==> config.mk <==
export PLATFORM = sky130hd
export DESIGN_NAME = cacc_slcg_ctrl
export DESIGN_NICKNAME = d
export VERILOG_FILES = /design/src/rtl/cacc_slcg_pkg.sv /design/src/rtl/cacc_slcg_chan.sv /design/src/rtl/cacc_slcg_ctrl.sv
export SDC_FILE = /design/constraint.sdc
export NUM_CORES = 1
export LEC_CHECK = 0
export BUFFER_PORTS_ARGS = -buffer_cell sky130_fd_sc_hd__buf_2
export CAP_MARGIN = 30
export CORE_AREA = 4 4 68 70
export DETAILED_ROUTE_END_ITERATION = 6
export DIE_AREA = 0 0 72 74
export PLACE_DENSITY = 0.8
export RECOVER_POWER = 50
export SLEW_MARGIN = 20
export SYNTH_ARGS = -nofsm -noshare
export SYNTH_HDL_FRONTEND = slang
export SYNTH_SLANG_ARGS = --single-unit
==> constraint.sdc <==
create_clock -name nvdla_core_clk -period 2.1 [get_ports nvdla_core_clk]
set_input_delay 0 -clock nvdla_core_clk [delete_from_list [all_inputs] [get_ports nvdla_core_clk]]
set_output_delay 0 -clock nvdla_core_clk [all_outputs]
set_load 0.01 [all_outputs]
==> src/rtl/cacc_slcg_pkg.sv <==
// Shared definitions for the CACC second-level clock-gating controller.
// Holds the per-source FSM state encoding and the default timing parameters.
package cacc_slcg_pkg;

  typedef enum logic [1:0] {
    S_GATED  = 2'd0,
    S_WAKE   = 2'd1,
    S_ACTIVE = 2'd2,
    S_HYST   = 2'd3
  } slcg_state_t;

  localparam int WAKE_LAT_DEF = 2;  // cycles from enable to ack (1..15)
  localparam int HYST_W_DEF   = 8;  // idle-hysteresis counter width

endpackage

==> src/rtl/cacc_slcg_chan.sv <==
// One clock-gating channel: GATED -> WAKE -> ACTIVE -> HYST FSM with its wake
// and idle-hysteresis counters.
// Ports:
//   clk, rst_n      clock, async active-low reset
//   req             level activity request, held while work is pending
//   cfg_idle_hyst   idle cycles tolerated before re-gating (sampled on ACTIVE exit)
//   en              clock enable (decoded from state flops)
//   ack             clock running and stable (decoded from state flops)
module cacc_slcg_chan
  import cacc_slcg_pkg::*;
#(
  parameter int WAKE_LAT = WAKE_LAT_DEF,
  parameter int HYST_W   = HYST_W_DEF
) (
  input  logic              clk,
  input  logic              rst_n,
  input  logic              req,
  input  logic [HYST_W-1:0] cfg_idle_hyst,
  output logic              en,
  output logic              ack
);

  localparam logic [3:0]        WAKE_LOAD = 4'(WAKE_LAT - 1);
  localparam logic [HYST_W-1:0] HYST_ONE  = {{(HYST_W-1){1'b0}}, 1'b1};

  slcg_state_t       state, state_nx;
  logic [3:0]        wake_cnt, wake_cnt_nx;
  logic [HYST_W-1:0] hyst_cnt, hyst_cnt_nx;

  always_ff @(posedge clk or negedge rst_n) begin
    if (!rst_n) begin
      state    <= S_GATED;
      wake_cnt <= '0;
      hyst_cnt <= '0;
    end else begin
      state    <= state_nx;
      wake_cnt <= wake_cnt_nx;
      hyst_cnt <= hyst_cnt_nx;
    end
  end

  always_comb begin
    state_nx    = state;
    wake_cnt_nx = wake_cnt;
    hyst_cnt_nx = hyst_cnt;
    case (state)
      S_GATED: if (req) begin
        state_nx    = S_WAKE;
        wake_cnt_nx = WAKE_LOAD;
      end
      // Wake always runs to completion so the gater sees a full settle time,
      // even if the request has already been withdrawn.
      S_WAKE: begin
        if (wake_cnt == 4'd0) state_nx    = S_ACTIVE;
        else                  wake_cnt_nx = wake_cnt - 4'd1;
      end
      S_ACTIVE: if (!req) begin
        if (cfg_idle_hyst == '0) begin
          state_nx = S_GATED;
        end else begin
          state_nx    = S_HYST;
          hyst_cnt_nx = cfg_idle_hyst;
        end
      end
      // Clock is still running here, so a returning request is acked with no
      // wake latency. The <= guards against ever wrapping below zero.
      S_HYST: begin
        if (req) begin
          state_nx = S_ACTIVE;
        end else if (hyst_cnt <= HYST_ONE) begin
          state_nx    = S_GATED;
          hyst_cnt_nx = '0;
        end else begin
          hyst_cnt_nx = hyst_cnt - 1'b1;
        end
      end
      default: state_nx = S_GATED;
    endcase
  end

  assign en  = (state != S_GATED);
  assign ack = (state == S_ACTIVE);

endmodule

==> src/rtl/cacc_slcg_ctrl.sv <==
// CACC second-level clock-gating controller: two independent gating channels
// (assembly = 0, delivery = 1), a registered global override, and an optional
// all-gated performance counter.
// Optional feature macro: CACC_SLCG_PERF_EN (enables the gated_cycles counter;
// otherwise gated_cycles is tied to 0).
// Ports:
//   nvdla_core_clk, nvdla_core_rstn         clock, async active-low reset
//   req_0, req_1                            per-domain activity requests
//   cfg_idle_hyst                           idle hysteresis length
//   tmc2slcg_disable_clock_gating,
//   global_clk_ovr_on_sync, dla_clk_ovr_on_sync   gating overrides (synchronous)
//   slcg_en_src_0, slcg_en_src_1            clock enables to the gaters
//   ack_0, ack_1                            domain clock running and stable
//   gated_cycles                            cycles with both enables low
module cacc_slcg_ctrl
  import cacc_slcg_pkg::*;
#(
  parameter int WAKE_LAT = WAKE_LAT_DEF,
  parameter int HYST_W   = HYST_W_DEF
) (
  input  logic              nvdla_core_clk,
  input  logic              nvdla_core_rstn,
  input  logic              req_0,
  input  logic              req_1,
  input  logic [HYST_W-1:0] cfg_idle_hyst,
  input  logic              tmc2slcg_disable_clock_gating,
  input  logic              global_clk_ovr_on_sync,
  input  logic              dla_clk_ovr_on_sync,
  output logic              slcg_en_src_0,
  output logic              slcg_en_src_1,
  output logic              ack_0,
  output logic              ack_1,
  output logic [31:0]       gated_cycles
);

  localparam int NUM_SRC = 2;

  logic [NUM_SRC-1:0] req_v, en_v, ack_v;
  logic               force_q;

  assign req_v = {req_1, req_0};

  for (genvar i = 0; i < NUM_SRC; i++) begin : g_chan
    cacc_slcg_chan #(.WAKE_LAT(WAKE_LAT), .HYST_W(HYST_W)) u_chan (
      .clk           (nvdla_core_clk),
      .rst_n         (nvdla_core_rstn),
      .req           (req_v[i]),
      .cfg_idle_hyst (cfg_idle_hyst),
      .en            (en_v[i]),
      .ack           (ack_v[i])
    );
  end

  // Override only holds the clocks on; it never acks, so requesters still
  // wait for their own channel to wake.
  always_ff @(posedge nvdla_core_clk or negedge nvdla_core_rstn) begin
    if (!nvdla_core_rstn) force_q <= 1'b0;
    else force_q <= tmc2slcg_disable_clock_gating | global_clk_ovr_on_sync | dla_clk_ovr_on_sync;
  end

  assign slcg_en_src_0 = en_v[0] | force_q;
  assign slcg_en_src_1 = en_v[1] | force_q;
  assign ack_0         = ack_v[0];
  assign ack_1         = ack_v[1];

`ifdef CACC_SLCG_PERF_EN
  logic [31:0] gated_q;
  always_ff @(posedge nvdla_core_clk or negedge nvdla_core_rstn) begin
    if (!nvdla_core_rstn) gated_q <= '0;
    else if (!slcg_en_src_0 && !slcg_en_src_1 && (gated_q != 32'hFFFF_FFFF))
      gated_q <= gated_q + 32'd1;
  end
  assign gated_cycles = gated_q;
`else
  assign gated_cycles = '0;
`endif

endmodule

==> Word-level counts from Yosys, hierarchy flattened <==
Index checks and enable logic that the tools add are counted.
{ "op_classes": {"n_bitwise": 4, "muxes": 28, "n_addsub": 4, "n_lt_le_gt_ge": 2, "n_reduce_logical": 17, "n_eq_ne": 20} }
{ "op_table": {"columns": ["op", "n"], "rows": [
  ["$mux 8", 7],
  ["$pmux 8 s2", 2],
  ["$mux 2", 11],
  ["$ne 2x2->1 const B", 10],
  ["$le 8x1->1 const B", 2],
  ["$mux 4", 4],
  ["$pmux 2 s4", 2],
  ["$pmux 4 s2", 2],
  ["$reduce_and 4->1", 4],
  ["$sub 8x1->8 const B", 2],
  ["$reduce_bool 2->1", 6],
  ["$eq 2x2->1 const B", 4],
  ["$logic_not 4->1", 2],
  ["$logic_not 8->1", 1],
  ["$sub 4x1->4 const B", 2],
  ["$ne 3x2->1 const B", 2],
  ["$reduce_and 3->1", 2],
  ["$eq 2x1->1 const B", 2],
  ["$logic_not 2->1", 2],
  ["$ne 2x1->1 const B", 2],
  ["$or 1x1->1", 4]
]} }
{ "totals": {"reg_bits": 29, "out_inout_bits": 36} }

==> Logic depth before layout (Yosys ltp) <==
{ "depth": {"depth_word": 4, "depth_mapped": 7} }

==> Cells and area by module <==
Synthesis repeated with hierarchy kept, for this count alone.
{ "unflattened": {"cells_unflattened": 247, "area_unflattened_um2": 2149.6} }
{ "by_module_without_submodules": {"columns": ["mod", "cells_per_inst", "n_inst", "seq_area_each_um2", "area_each_um2"], "rows": [
  ["cacc_slcg_chan", 105, 2, 350.3, 930.9],
  ["cacc_slcg_ctrl", 37, 1, 25.0, 287.8]
]} }

==> Worst setup path after synthesis <==
OpenSTA, ideal clock, no wires.
{ "synth_path": {"kind": "register -> register", "startpoint": "reg g_chan[1].u_chan.hyst_cnt[0]", "endpoint": "reg g_chan[1].u_chan.hyst_cnt[2]", "t_required_ns": 2.017, "path_stages_with_launch": 8, "slack_ns": 0.317, "n_path_buf": 1, "t_arrival_ns": 1.700, "synth_period_minus_slack_ns": 1.783, "cell_sequence": "dfrtp_1 inv_1 ha_1 clkbuf_1 or2_2 a31oi_1 a32oi_1 o21ai_0"} }
{ "synth_between": {"elab_chain_cells": 4, "elab_cells_between_ends": 5, "cone_classes": "add/sub: 1; order compare: 1; mux: 3"} }
{ "synth_lines": {"columns": ["element", "line_no", "text"], "rows": [
  ["start, declared", "cacc_slcg_chan.sv:28", "logic [HYST_W-1:0] hyst_cnt, hyst_cnt_nx;"],
  ["start signal, assigned", "cacc_slcg_chan.sv:38", "hyst_cnt <= hyst_cnt_nx;"],
  ["$sub 8x1->8 / $le 8x1->1 (equally long branches)", "cacc_slcg_chan.sv:74, cacc_slcg_chan.sv:70", null],
  ["$mux 8 (*)", "cacc_slcg_chan.sv:70", "end else if (hyst_cnt <= HYST_ONE) begin"],
  ["$mux 8 (*)", "cacc_slcg_chan.sv:68", "if (req) begin"],
  ["$pmux 8 s2 (*)", "cacc_slcg_chan.sv:46", "case (state)"]
]} }
Every way passes the cells marked *; elsewhere a longest branch is shown, timed or not. The select of a mux whose other input is x is not followed.
A chain may end at the register's enable or synchronous reset.

==> Worst setup path after layout <==
{ "layout_path": {"startpoint": "reg g_chan[0].u_chan.hyst_cnt[0]", "endpoint": "reg g_chan[0].u_chan.hyst_cnt[2]"} }
{ "layout_between": {"elab_chain_cells": 4, "elab_cells_between_ends": 5, "cone_classes": "add/sub: 1; order compare: 1; mux: 3"} }
{ "layout_lines": {"columns": ["element", "line_no"], "rows": [
  ["start, declared", "cacc_slcg_chan.sv:28"],
  ["start signal, assigned", "cacc_slcg_chan.sv:38"],
  ["$sub 8x1->8 / $le 8x1->1 (equally long branches)", "cacc_slcg_chan.sv:74, cacc_slcg_chan.sv:70"],
  ["$mux 8 (*)", "cacc_slcg_chan.sv:70"],
  ["$mux 8 (*)", "cacc_slcg_chan.sv:68"],
  ["$pmux 8 s2 (*)", "cacc_slcg_chan.sv:46"]
]} }
Marks and branches as above.

==> results.yml <==
setup_path:
  timing.critical_path.required_ns: 2.30
  cp_max_fo: 9
  worst_setup_path_start_kind: "flip-flop"
  end_kind: "flip-flop"
  cp.arrival_ns: 2.12
  critical_path.startpoint: "g_chan[0].u_chan.hyst_cnt[0]"
  setup.reg_to_reg.worst_slack_ns: 0.19
  critical_path.n_buffers_inverters: 1
  critical_path.max_stage_delay_ns: 0.45
  timing.setup.critical_path_class: "flip-flop to flip-flop"
  r2r-end: "g_chan[0].u_chan.hyst_cnt[2]"
  cp_cell_sequence: "inv_1 -> ha_1 -> or2_2 -> a31oi_2 -> a32oi_1 -> o22ai_2"
  worst-r2r-cell-count: 6
  timing.rr.start: "g_chan[0].u_chan.hyst_cnt[0]"
  worst_path_max_delay_cell: "sky130_fd_sc_hd__a31oi_2"
  worst_path_dominant_cell_family: "compound AO/OA/AOI/OAI gates"
route:
  viasPerCell: 5.60
  vias: 1810
  detail_route.wl_per_cell_um: 13.7
  final_antenna_net_count: 0
  finalWirelength_um: 4420
  detail_route.drc_violations: 0
  dr.pass1.iters: 4
  drtIter0Drc: 144
finish:
  final_layout_size_suffix_gt1_share_pct: 15.4
  layout.cells.non_filler: 323
  area_delta_synth_final_pct: 8.71
  finalNetCount: 294
  most_common_cell_after_layout_fill_and_taps_aside: "sky130_fd_sc_hd__conb_1"
  num_antenna_cells: 0
  layout.cells.most_common_list: "sky130_fd_sc_hd__conb_1, sky130_fd_sc_hd__dfrtp_1, sky130_fd_sc_hd__a21oi_1"
placement:
  routabilityCongestion: 0.960
  dpl.cell_count: 310
  place.detailed.hpwl_um: 3220
  port_buffers: 18
pwr:
  power.share.sequential_pct: 35.1
  portion_of_total_power_attributed_to_combinational_logic_pct: 46.0
  power.switching_fraction_pct: 44.0
  power.static_leakage_nw: 1.04
  clock_power_share_pct: 18.8
  vdd_drop_max_mv: 0.860
  internal_cell_power_w: 0.00182
  power_density_mw_per_mm2: 1410
  design_power_total_w: 0.00325
  p_sw_w: 0.00143
timing:
  rsz0062_at_grt: "no"
  tightest_slew_ns: 1.57
  finalSetupTns_ns: 0
  timing.final.crit_period_ns: 1.91
  fin_hold_ws_ns: 0.0591
  slew-limit-headroom_pct: -4.54
  fin_crit_sh_pct: 91.1
  fmaxAchievable_mhz: 523
  finalSetupViolations: 0
  final-hold-violation-count: 0
  maxSlewViolCount: 30
  clock_tree_skew_after_final_layout_ns: 0.00811
floorplan:
  pin_count: 51
  starting_density_of_the_core_pct: 53.5
  floorplan.die.height_um: 74
  die-width_um: 72
  die_footprint_mm2: 0.00533
  coreArea_mm2: 0.00397
  row_count: 23
clocking:
  cts_setup_buffers: 0
  clk_path_buf_depth: 2
  clock_tree.htree_level_count: 2
  cts-buffers-inserted: 5
  clockRootBuffer: "sky130_fd_sc_hd__clkbuf_8"
  cts_sinks: 29
  cts_tree: "built"
  clk_pin_slew_worst_paths_ns: 0.07
  worstSkewPairLatency_ns: 0.29
run:
  maxCapViolations: 1
global_route:
  antenna_violations_before_repair: 0
  largest_net_degree_at_the_start_of_global_routing: 30
  grt_overflow_total: 0
  global_route.usage.total_pct: 17.6
  grt_pass1_wl_um: 7290
  grt_pass1_vias: 1622
synthesis:
  synth.ff_latch_count: 29
  ys_warn_count: 0
  synthesis.area_mm2: 0.00213
  synth_edf_count: 0
  synthesis.instances: 248
  async_flop_share_pct: 100
  synth.avg_cell_area_um2: 8.57
  synth-seq-area-share_pct: 34.1
  synth_ff_type: "sky130_fd_sc_hd__dfrtp_1"
  synth.distinct_cells: 48
hold_path:
  hp-start: "cfg_idle_hyst[6]"
  hold_path.class: "input pin to flip-flop"
  hold-path-cell-count: 3
  min_to: "g_chan[0].u_chan.hyst_cnt[6]"
outcome:
  run_status: "complete, but fails checks"
  violations: "capacitance limit, slew limit"
==> metal layers <==
metal  part of all wire, %  up-vias  GRT usage (%)
li1                      -      880              -
met4                   1.7        0           6.26
met2                    49       62           30.3
met3                   6.6        8           3.92
met1                    42      860           21.9
met5                     0        -              0
==> registers in the layout, summed over array words and instances (netlist names) <==
register                flops
g_chan.u_chan.hyst_cnt     16
g_chan.u_chan.wake_cnt      8
force_q                     1
g_chan.u_chan.state         4
==> worst reg2reg max path, cell delays in order (launching register included) <==
cell and delay (ns):
sky130_fd_sc_hd__dfrtp_1 0.37, sky130_fd_sc_hd__inv_1 0.09, sky130_fd_sc_hd__ha_1 0.24, sky130_fd_sc_hd__or2_2 0.32
sky130_fd_sc_hd__a31oi_2 0.45, sky130_fd_sc_hd__a32oi_1 0.20, sky130_fd_sc_hd__o22ai_2 0.16
==> area by class of cell <==
cell class,instances,area [µm²]
fillers,377,1660
multi-input cells,189,1150
flip-flops and latches,29,726
repair buffers,29,181
clock buffers,6,82.6
inverters,18,67.6
well taps,50,62.6
clock inverters,2,37.5
==> stage by stage <==
step | util [%] | worst slack, ns | area (µm²)
after floorplan | - | 0.317 | 2240
after global placement | 53.8 | 0.250 | 2140
after detailed placement | 53.8 | 0.119 | 2140
after CTS | 58.1 | 0.135 | 2310
after global routing | 58.2 | 0.0495 | 2310
final | 58.2 | 0.188 | 2310
==> timing repair <==
action | 4_1_cts | 5_1_grt
endpoints found under the setup margin | 0 | 2
gates resized for setup | 0 | 1
hold buffers | 5 | 0
hold endpoints to repair | 32 | 0
==> cell usage after synthesis, drive strengths merged (4+ instances only) <==
cell | instances | area share, %
nor3b | 4 | 1.4
o22ai | 4 | 1.5
nand2 | 11 | 1.9
a31oi | 4 | 1.5
inv | 18 | 3.2
a32oi | 6 | 2.5
clkbuf | 6 | 1.1
a221oi | 4 | 1.6
nor4 | 7 | 2.1
dfrtp | 29 | 34
nor2 | 16 | 2.8
nor2b | 4 | 1.2
buf | 37 | 13
ha | 7 | 4.1
o21ai | 21 | 4.9
a21oi | 25 | 6.1
nor3 | 6 | 1.4
o31ai | 4 | 2.1
or3 | 5 | 1.5
==> worst max-delay path by stage <==
stage / end / slack [ns] / cells after the start
2_1_floorplan: g_chan[1].u_chan.hyst_cnt[2] / 0.32 / 7
3_3_place_gp: g_chan[1].u_chan.hyst_cnt[2] / 0.25 / 6
3_5_place_dp: g_chan[1].u_chan.hyst_cnt[2] / 0.12 / 6
4_1_cts: g_chan[1].u_chan.hyst_cnt[2] / 0.14 / 6
5_1_grt: g_chan[1].u_chan.hyst_cnt[2] / 0.05 / 6
6_report: g_chan[0].u_chan.hyst_cnt[2] / 0.19 / 6
==> logic make-up (layout without fill, tap and decap cells) <==
| family | Yosys count | after routing | share of synthesized area (%) |
|---|---|---|---|
| xor+xnor | 3 | 3 | 1.24 |
| fa+ha+maj | 7 | 7 | 4.12 |
| buf+inv | 61 | 55 | 17.4 |
| simple gates | 68 | 68 | 17.5 |
| compound gates | 78 | 78 | 25.0 |
| flops | 29 | 29 | 34.1 |
| other cells | 1 | 32 | 0.176 |
| mux | 1 | 1 | 0.471 |
==> power groups by stage <==
stage	sequential (W)	combinational, W	clock, W
2_1_floorplan	0.000972	0.00133	0
3_3_place_gp	0.00113	0.00143	0
3_5_place_dp	0.00114	0.00147	0
4_1_cts	0.00114	0.00148	0.000634
5_1_grt	0.00119	0.00171	0.000658
6_report	0.00114	0.00149	0.000612
Power figures use the tool's default switching activity.
